## src/rtl/config_pkg.sv

```systemverilog
// Core configuration record and the ALU operation encoding shared by the pipeline.
package config_pkg;

   typedef struct packed {
      int unsigned XLEN;
   } config_t;

   localparam config_t DEFAULT_CONF = '{XLEN: 32};

   typedef enum logic [3:0] {
      ALU_OP_ADD  = 4'd0,
      ALU_OP_SUB  = 4'd1,
      ALU_OP_AND  = 4'd2,
      ALU_OP_OR   = 4'd3,
      ALU_OP_XOR  = 4'd4,
      ALU_OP_SLL  = 4'd5,
      ALU_OP_SRL  = 4'd6,
      ALU_OP_SRA  = 4'd7,
      ALU_OP_SLT  = 4'd8,
      ALU_OP_SLTU = 4'd9
   } alu_op_t;

endpackage

```

## src/rtl/core_id_ex_stage.sv

```systemverilog
// Decode-to-execute register with MEM/WB operand forwarding and ALU operand selection.
// One cycle accept-to-valid; id_ready = !ex_valid || ex_ready, so a stalled entry blocks decode.
module core_id_ex_stage #(
   parameter config_pkg::config_t CONF = config_pkg::DEFAULT_CONF
) (
   input  logic                      clk,
   input  logic                      rst,
   input  logic                      flush,
   input  logic                      id_valid,
   output logic                      id_ready,
   input  logic [CONF.XLEN-1:0]      id_pc,
   input  logic [4:0]                id_rs1_addr,
   input  logic [4:0]                id_rs2_addr,
   input  logic [CONF.XLEN-1:0]      id_rs1_data,
   input  logic [CONF.XLEN-1:0]      id_rs2_data,
   input  logic [CONF.XLEN-1:0]      id_imm,
   input  logic                      id_src_a_pc,
   input  logic                      id_src_b_imm,
   input  config_pkg::alu_op_t       id_alu_op,
   input  logic [4:0]                id_rd_addr,
   input  logic                      id_rd_we,
   input  logic                      mem_rd_we,
   input  logic [4:0]                mem_rd_addr,
   input  logic [CONF.XLEN-1:0]      mem_result,
   input  logic                      wb_rd_we,
   input  logic [4:0]                wb_rd_addr,
   input  logic [CONF.XLEN-1:0]      wb_result,
   output logic                      ex_valid,
   input  logic                      ex_ready,
   output logic [CONF.XLEN-1:0]      src_a,
   output logic [CONF.XLEN-1:0]      src_b,
   output config_pkg::alu_op_t       alu_op,
   output logic [CONF.XLEN-1:0]      ex_rs2_data,
   output logic [CONF.XLEN-1:0]      ex_pc,
   output logic [4:0]                ex_rd_addr,
   output logic                      ex_rd_we
);

   localparam int XLEN = CONF.XLEN;

   logic                valid_q, valid_d;
   logic [XLEN-1:0]     pc_q, pc_d;
   logic [XLEN-1:0]     imm_q, imm_d;
   logic [XLEN-1:0]     a_q, a_d;
   logic [XLEN-1:0]     b_q, b_d;
   logic [4:0]          rs1_addr_q, rs1_addr_d;
   logic [4:0]          rs2_addr_q, rs2_addr_d;
   logic                src_a_pc_q, src_a_pc_d;
   logic                src_b_imm_q, src_b_imm_d;
   config_pkg::alu_op_t alu_op_q, alu_op_d;
   logic [4:0]          rd_addr_q, rd_addr_d;
   logic                rd_we_q, rd_we_d;

   logic                load;
   logic                hold;
   logic [XLEN-1:0]     rs1_f;
   logic [XLEN-1:0]     rs2_f;

   // MEM is younger than WB, so it wins; x0 is hardwired and never forwarded.
   function automatic logic [XLEN-1:0] fwd(input logic [XLEN-1:0] value, input logic [4:0] addr);
      if (addr != 5'd0 && mem_rd_we && mem_rd_addr == addr)
         return mem_result;
      else if (addr != 5'd0 && wb_rd_we && wb_rd_addr == addr)
         return wb_result;
      else
         return value;
   endfunction

   assign id_ready = !valid_q || ex_ready;
   assign load     = id_valid && id_ready && !flush;
   assign hold     = valid_q && !ex_ready && !flush;

   assign rs1_f = fwd(a_q, rs1_addr_q);
   assign rs2_f = fwd(b_q, rs2_addr_q);

   always_comb begin
      valid_d     = valid_q;
      pc_d        = pc_q;
      imm_d       = imm_q;
      a_d         = a_q;
      b_d         = b_q;
      rs1_addr_d  = rs1_addr_q;
      rs2_addr_d  = rs2_addr_q;
      src_a_pc_d  = src_a_pc_q;
      src_b_imm_d = src_b_imm_q;
      alu_op_d    = alu_op_q;
      rd_addr_d   = rd_addr_q;
      rd_we_d     = rd_we_q;

      if (flush)
         valid_d = 1'b0;
      else if (id_ready)
         valid_d = id_valid;

      if (load) begin
         pc_d        = id_pc;
         imm_d       = id_imm;
         a_d         = fwd(id_rs1_data, id_rs1_addr);
         b_d         = fwd(id_rs2_data, id_rs2_addr);
         rs1_addr_d  = id_rs1_addr;
         rs2_addr_d  = id_rs2_addr;
         src_a_pc_d  = id_src_a_pc;
         src_b_imm_d = id_src_b_imm;
         alu_op_d    = id_alu_op;
         rd_addr_d   = id_rd_addr;
         rd_we_d     = id_rd_we;
      end else if (hold) begin
         // Absorb producers that retire while stalled so their results are not lost.
         a_d = rs1_f;
         b_d = rs2_f;
      end
   end

   always_ff @(posedge clk) begin
      if (rst) begin
         valid_q     <= 1'b0;
         pc_q        <= '0;
         imm_q       <= '0;
         a_q         <= '0;
         b_q         <= '0;
         rs1_addr_q  <= '0;
         rs2_addr_q  <= '0;
         src_a_pc_q  <= 1'b0;
         src_b_imm_q <= 1'b0;
         alu_op_q    <= config_pkg::ALU_OP_ADD;
         rd_addr_q   <= '0;
         rd_we_q     <= 1'b0;
      end else begin
         valid_q     <= valid_d;
         pc_q        <= pc_d;
         imm_q       <= imm_d;
         a_q         <= a_d;
         b_q         <= b_d;
         rs1_addr_q  <= rs1_addr_d;
         rs2_addr_q  <= rs2_addr_d;
         src_a_pc_q  <= src_a_pc_d;
         src_b_imm_q <= src_b_imm_d;
         alu_op_q    <= alu_op_d;
         rd_addr_q   <= rd_addr_d;
         rd_we_q     <= rd_we_d;
      end
   end

   assign ex_valid    = valid_q;
   assign src_a       = src_a_pc_q ? pc_q : rs1_f;
   assign src_b       = src_b_imm_q ? imm_q : rs2_f;
   assign alu_op      = alu_op_q;
   assign ex_rs2_data = rs2_f;
   assign ex_pc       = pc_q;
   assign ex_rd_addr  = rd_addr_q;
   assign ex_rd_we    = rd_we_q && valid_q;

endmodule
```

## config.mk

```make
export PLATFORM = sky130hd
export DESIGN_NAME = core_id_ex_stage
export DESIGN_NICKNAME = d
export VERILOG_FILES = /design/src/rtl/config_pkg.sv /design/src/rtl/core_id_ex_stage.sv
export SDC_FILE = /design/constraint.sdc
export NUM_CORES = 1
export LEC_CHECK = 0
export ABC_AREA = 1
export CAP_MARGIN = 5
export CORE_ASPECT_RATIO = 1.4
export CORE_UTILIZATION = 35
export DETAILED_ROUTE_END_ITERATION = 12
export PLACE_DENSITY = 0.7
export RECOVER_POWER = 100
export SLEW_MARGIN = 40
export SYNTH_ARGS = -nofsm -noshare
export SYNTH_HDL_FRONTEND = slang
export SYNTH_SLANG_ARGS = --single-unit
```

## constraint.sdc

```tcl
create_clock -name clk -period 2 [get_ports clk]
set_input_delay 0.5 -clock clk [delete_from_list [all_inputs] [get_ports clk]]
set_output_delay 0.5 -clock clk [all_outputs]
set_load 0.01 [all_outputs]
```

==> results of run 1 <==
## layer usage
| metal | part of all wire (%) | vias up | wire length [um] |
|---|---|---|---|
| met5 | 0.046 | - | 25 |
| met4 | 6.4 | 4 | 3500 |
| met3 | 8.1 | 240 | 4420 |
| met2 | 49 | 883 | 27000 |
| met1 | 36 | 6948 | 19700 |
| li1 | - | 7185 | - |
## registers in the layout, summed over array words and instances (netlist names), 4 cells and up
signal      count
b_q            32
rs2_addr_q      5
rs1_addr_q      5
ex_rd_addr      5
a_q            32
imm_q          32
alu_op          4
ex_pc          32
## power by group through the flow
stage	logic (mW)	clock network (mW)	registers, mW
final	3.67	3.20	3.38
after global routing	3.92	3.35	3.41
after CTS	3.36	3.24	3.36
after detailed placement	3.22	0	3.42
after global placement	3.20	0	3.41
after floorplan	1.44	0	3.41
## worst max-delay path by stage
stage	start	to	slack, ns	cells after the start
after CTS	rs1_addr_q[3]$_SDFFE_PP0P_	src_a[22]	-0.73	11
final	wb_rd_addr[3]	src_a[19]	-0.70	12
after global placement	wb_rd_addr[3]	src_b[31]	-1.38	11
after global routing	rs2_addr_q[1]$_SDFFE_PP0P_	src_b[5]	-0.78	15
after detailed placement	wb_rd_addr[3]	src_b[31]	-1.40	11
after floorplan	wb_rd_we	src_a[10]	0.02	9
## final cells by class
type / instances / area [um2]
multi-input combinational: 1527 / 8170
clock buffer: 21 / 460
clock inverter: 10 / 97.6
fill: 2873 / 12600
timing repair buffer: 595 / 6050
tap: 395 / 494
inverter: 141 / 573
antenna: 2 / 5.00
sequential: 151 / 3050
## critical path, cell delays in order
cell             delay, ns
clkdlybuf4s15_1       0.31
inv_2                 0.09
a21oi_2               0.15
nand2_2               0.11
nor2_8                0.15
buf_12                0.16
buf_12                0.15
nand3_1               0.11
nand3_2               0.10
nand2_2               0.07
o21ai_1               0.14
buf_2                 0.15
## Yosys cell counts
master	n
nand2_1	516
nor2_1	356
nand3_1	271
o21ai_0	216
dfxtp_1	151
inv_1	124
nand2_2	65
clkbuf_1	54
buf_2	51
a21oi_1	48
nand3_2	30
buf_6	18
inv_2	17
buf_4	9
buf_1	7
nor2_4	7
nor2_2	6
nand4_1	3
nand2_4	2
o211ai_1	2
xnor2_1	2
a21oi_2	1
nor2_8	1
## through the flow
step,hold WS [ns],setup TNS (ns),area [um2],std cells,util [%]
final,0.464,-61.18,18900,2842,60.0
after global routing,0.468,-81.66,18900,2842,60.0
after CTS,0.488,-60.31,17700,2819,56.1
after detailed placement,0.473,-159.42,16400,2744,52.0
after global placement,0.463,-156.94,16400,2744,52.0
after floorplan,0.455,0,11200,1957,-
## cells by family after synthesis
group	count (synthesis)	share of synthesized area [%]
AOI/OAI and AO/OA	267	12.0
xor gates and xnor gates	2	0.157
buffers and inverters	280	11.5
DFF	151	27.0
and+or+nand+nor	1257	49.3
## repair_timing
| item | 4_1_cts | 5_1_grt |
|---|---|---|
| buffers inserted | 37 | 23 |
| gates cloned | 7 | 7 |
| pin swaps | 69 | 126 |
| endpoints found under the setup margin | 162 | 159 |
| resized for setup | 610 | 252 |
==> impl_metrics.json, run 1 <==
{
  "status": "finished with violations",
  "violations": "negative setup slack",
  "routed_wl_um": 54600,
  "fmax_mhz": 371,
  "rows": 77,
  "pwr-share-seq_pct": 33.0,
  "fin_ws_ns": -0.698,
  "dieWidth_um": 153,
  "relSlewSlack_pct": 67.0,
  "vias": 15300,
  "h-tree-depth": 4,
  "r2r-start": "rs2_addr_q[1]$_SDFFE_PP0P_",
  "p_comb_share_pct": 35.8,
  "dp.final_hpwl_um": 37800,
  "area_delta_synth_final_pct": 68.9,
  "portBuffers": 370,
  "p_switching_mw": 3.52,
  "swShare_pct": 34.4,
  "ir_drop_mv": 0.564,
  "cts.path.max_buffers": 2,
  "grt_pass1_vias": 14200,
  "yosysSeqAreaShare_pct": 27.0,
  "hold_path_class": "in2reg",
  "reg2reg_slack_ns": -0.02,
  "cts_tree": "built",
  "pwr-share-clk_pct": 31.2,
  "fin_crit_ns": 2.70,
  "wire_per_inst_um": 19.2,
  "nets": 2664,
  "die-area_um2": 32700,
  "synth_cell_type_count": 23,
  "clkSlewWorstSetupHoldPaths_ns": 0.06,
  "hold_buffers": 0,
  "p_leak_nw": 9.01,
  "gp_congestion": 0.933,
  "initial_core_util_pct": 35.5,
  "reg2reg_depth": 19,
  "syn_inst": 1957,
  "yosys.area.top_type_share_pct": 27.0,
  "clockRootBuffer": "clkbuf_16",
  "busiest_layer": "met2",
  "grt_use_met1_pct": 34.8,
  "slew_viol_final": 0,
  "setup_viol": 149,
  "drtIter0Drc": 1501,
  "grt.total_usage_pct": 31.1,
  "use_met2_pct": 55.9,
  "critPathKind": "in2out",
  "grt_antenna_before_repair": 4,
  "tightest_slew_ns": 0.496,
  "drv_cap": 0,
  "drc": 0,
  "core_um2": 31500,
  "grt_max_degree": 61,
  "p_per_area_nw_per_um2": 543,
  "power_mw": 10.3,
  "required_ns": 1.50,
  "io_pins": 371,
  "cp-end-kind": "output port",
  "syn_area_um2": 11200,
  "drive_above_1_share_pct": 30.1,
  "grt_pass1_wl_um": 78300,
  "start_kind": "primary input",
  "rsz0062_at_grt": "yes",
  "min_from": "id_rs2_addr[3]",
  "antenna_left": 0,
  "fin_crit_sh_pct": 135,
  "cts_made_buffers": 17,
  "arrival_ns": 2.20,
  "synth_top_cell_by_area": "dfxtp_1",
  "crit_fanout": 8,
  "ys.warnings.count": 0,
  "grt_use_met3_pct": 5.54,
  "grt-ovfl-total": 0,
  "avgViaCountPerCell": 5.37,
  "syn_avg_cell_area_um2": 5.71,
  "fin_skew_ns": 0.00614,
  "synth_area_leaders": "dfxtp_1 (27%), nand2_1 (17%), nand3_1 (12%), nor2_1 (12%), o21ai_0 (9.7%)",
  "final_common_cell": "nand2_1",
  "firstDrtPassIters": 6,
  "whs_path_depth": 3,
  "synth_nets": 2188,
  "r2r-end": "b_q[6]$_SDFFE_PP0P_",
  "internal_power_mw": 6.73,
  "pre_cts_ws_ns": -1.40,
  "fp.dieH_um": 214,
  "synth_seq_cells": 151,
  "final-hold-violation-count": 0,
  "clk_latency_ns": 0.46,
  "final_cell_mix": "nand2_1 (440), nor2_1 (348), clkdlybuf4s50_1 (220)",
  "cts_sinks": 151,
  "min_to": "rs2_addr_q[3]$_SDFFE_PP0P_"
}
No activity file was read; power rests on OpenSTA's default activity.
==> run 2: changes to the inputs <==
--- a/config.mk
+++ b/config.mk
@@ -10,6 +10,7 @@
 export CORE_ASPECT_RATIO = 1.4
 export CORE_UTILIZATION = 35
 export DETAILED_ROUTE_END_ITERATION = 12
+export HOLD_SLACK_MARGIN = 0.15
 export PLACE_DENSITY = 0.7
 export RECOVER_POWER = 100
 export SLEW_MARGIN = 40
==> results of run 2 <==
Same layout as run 1: the final DEF is identical, and so are final timing and power.
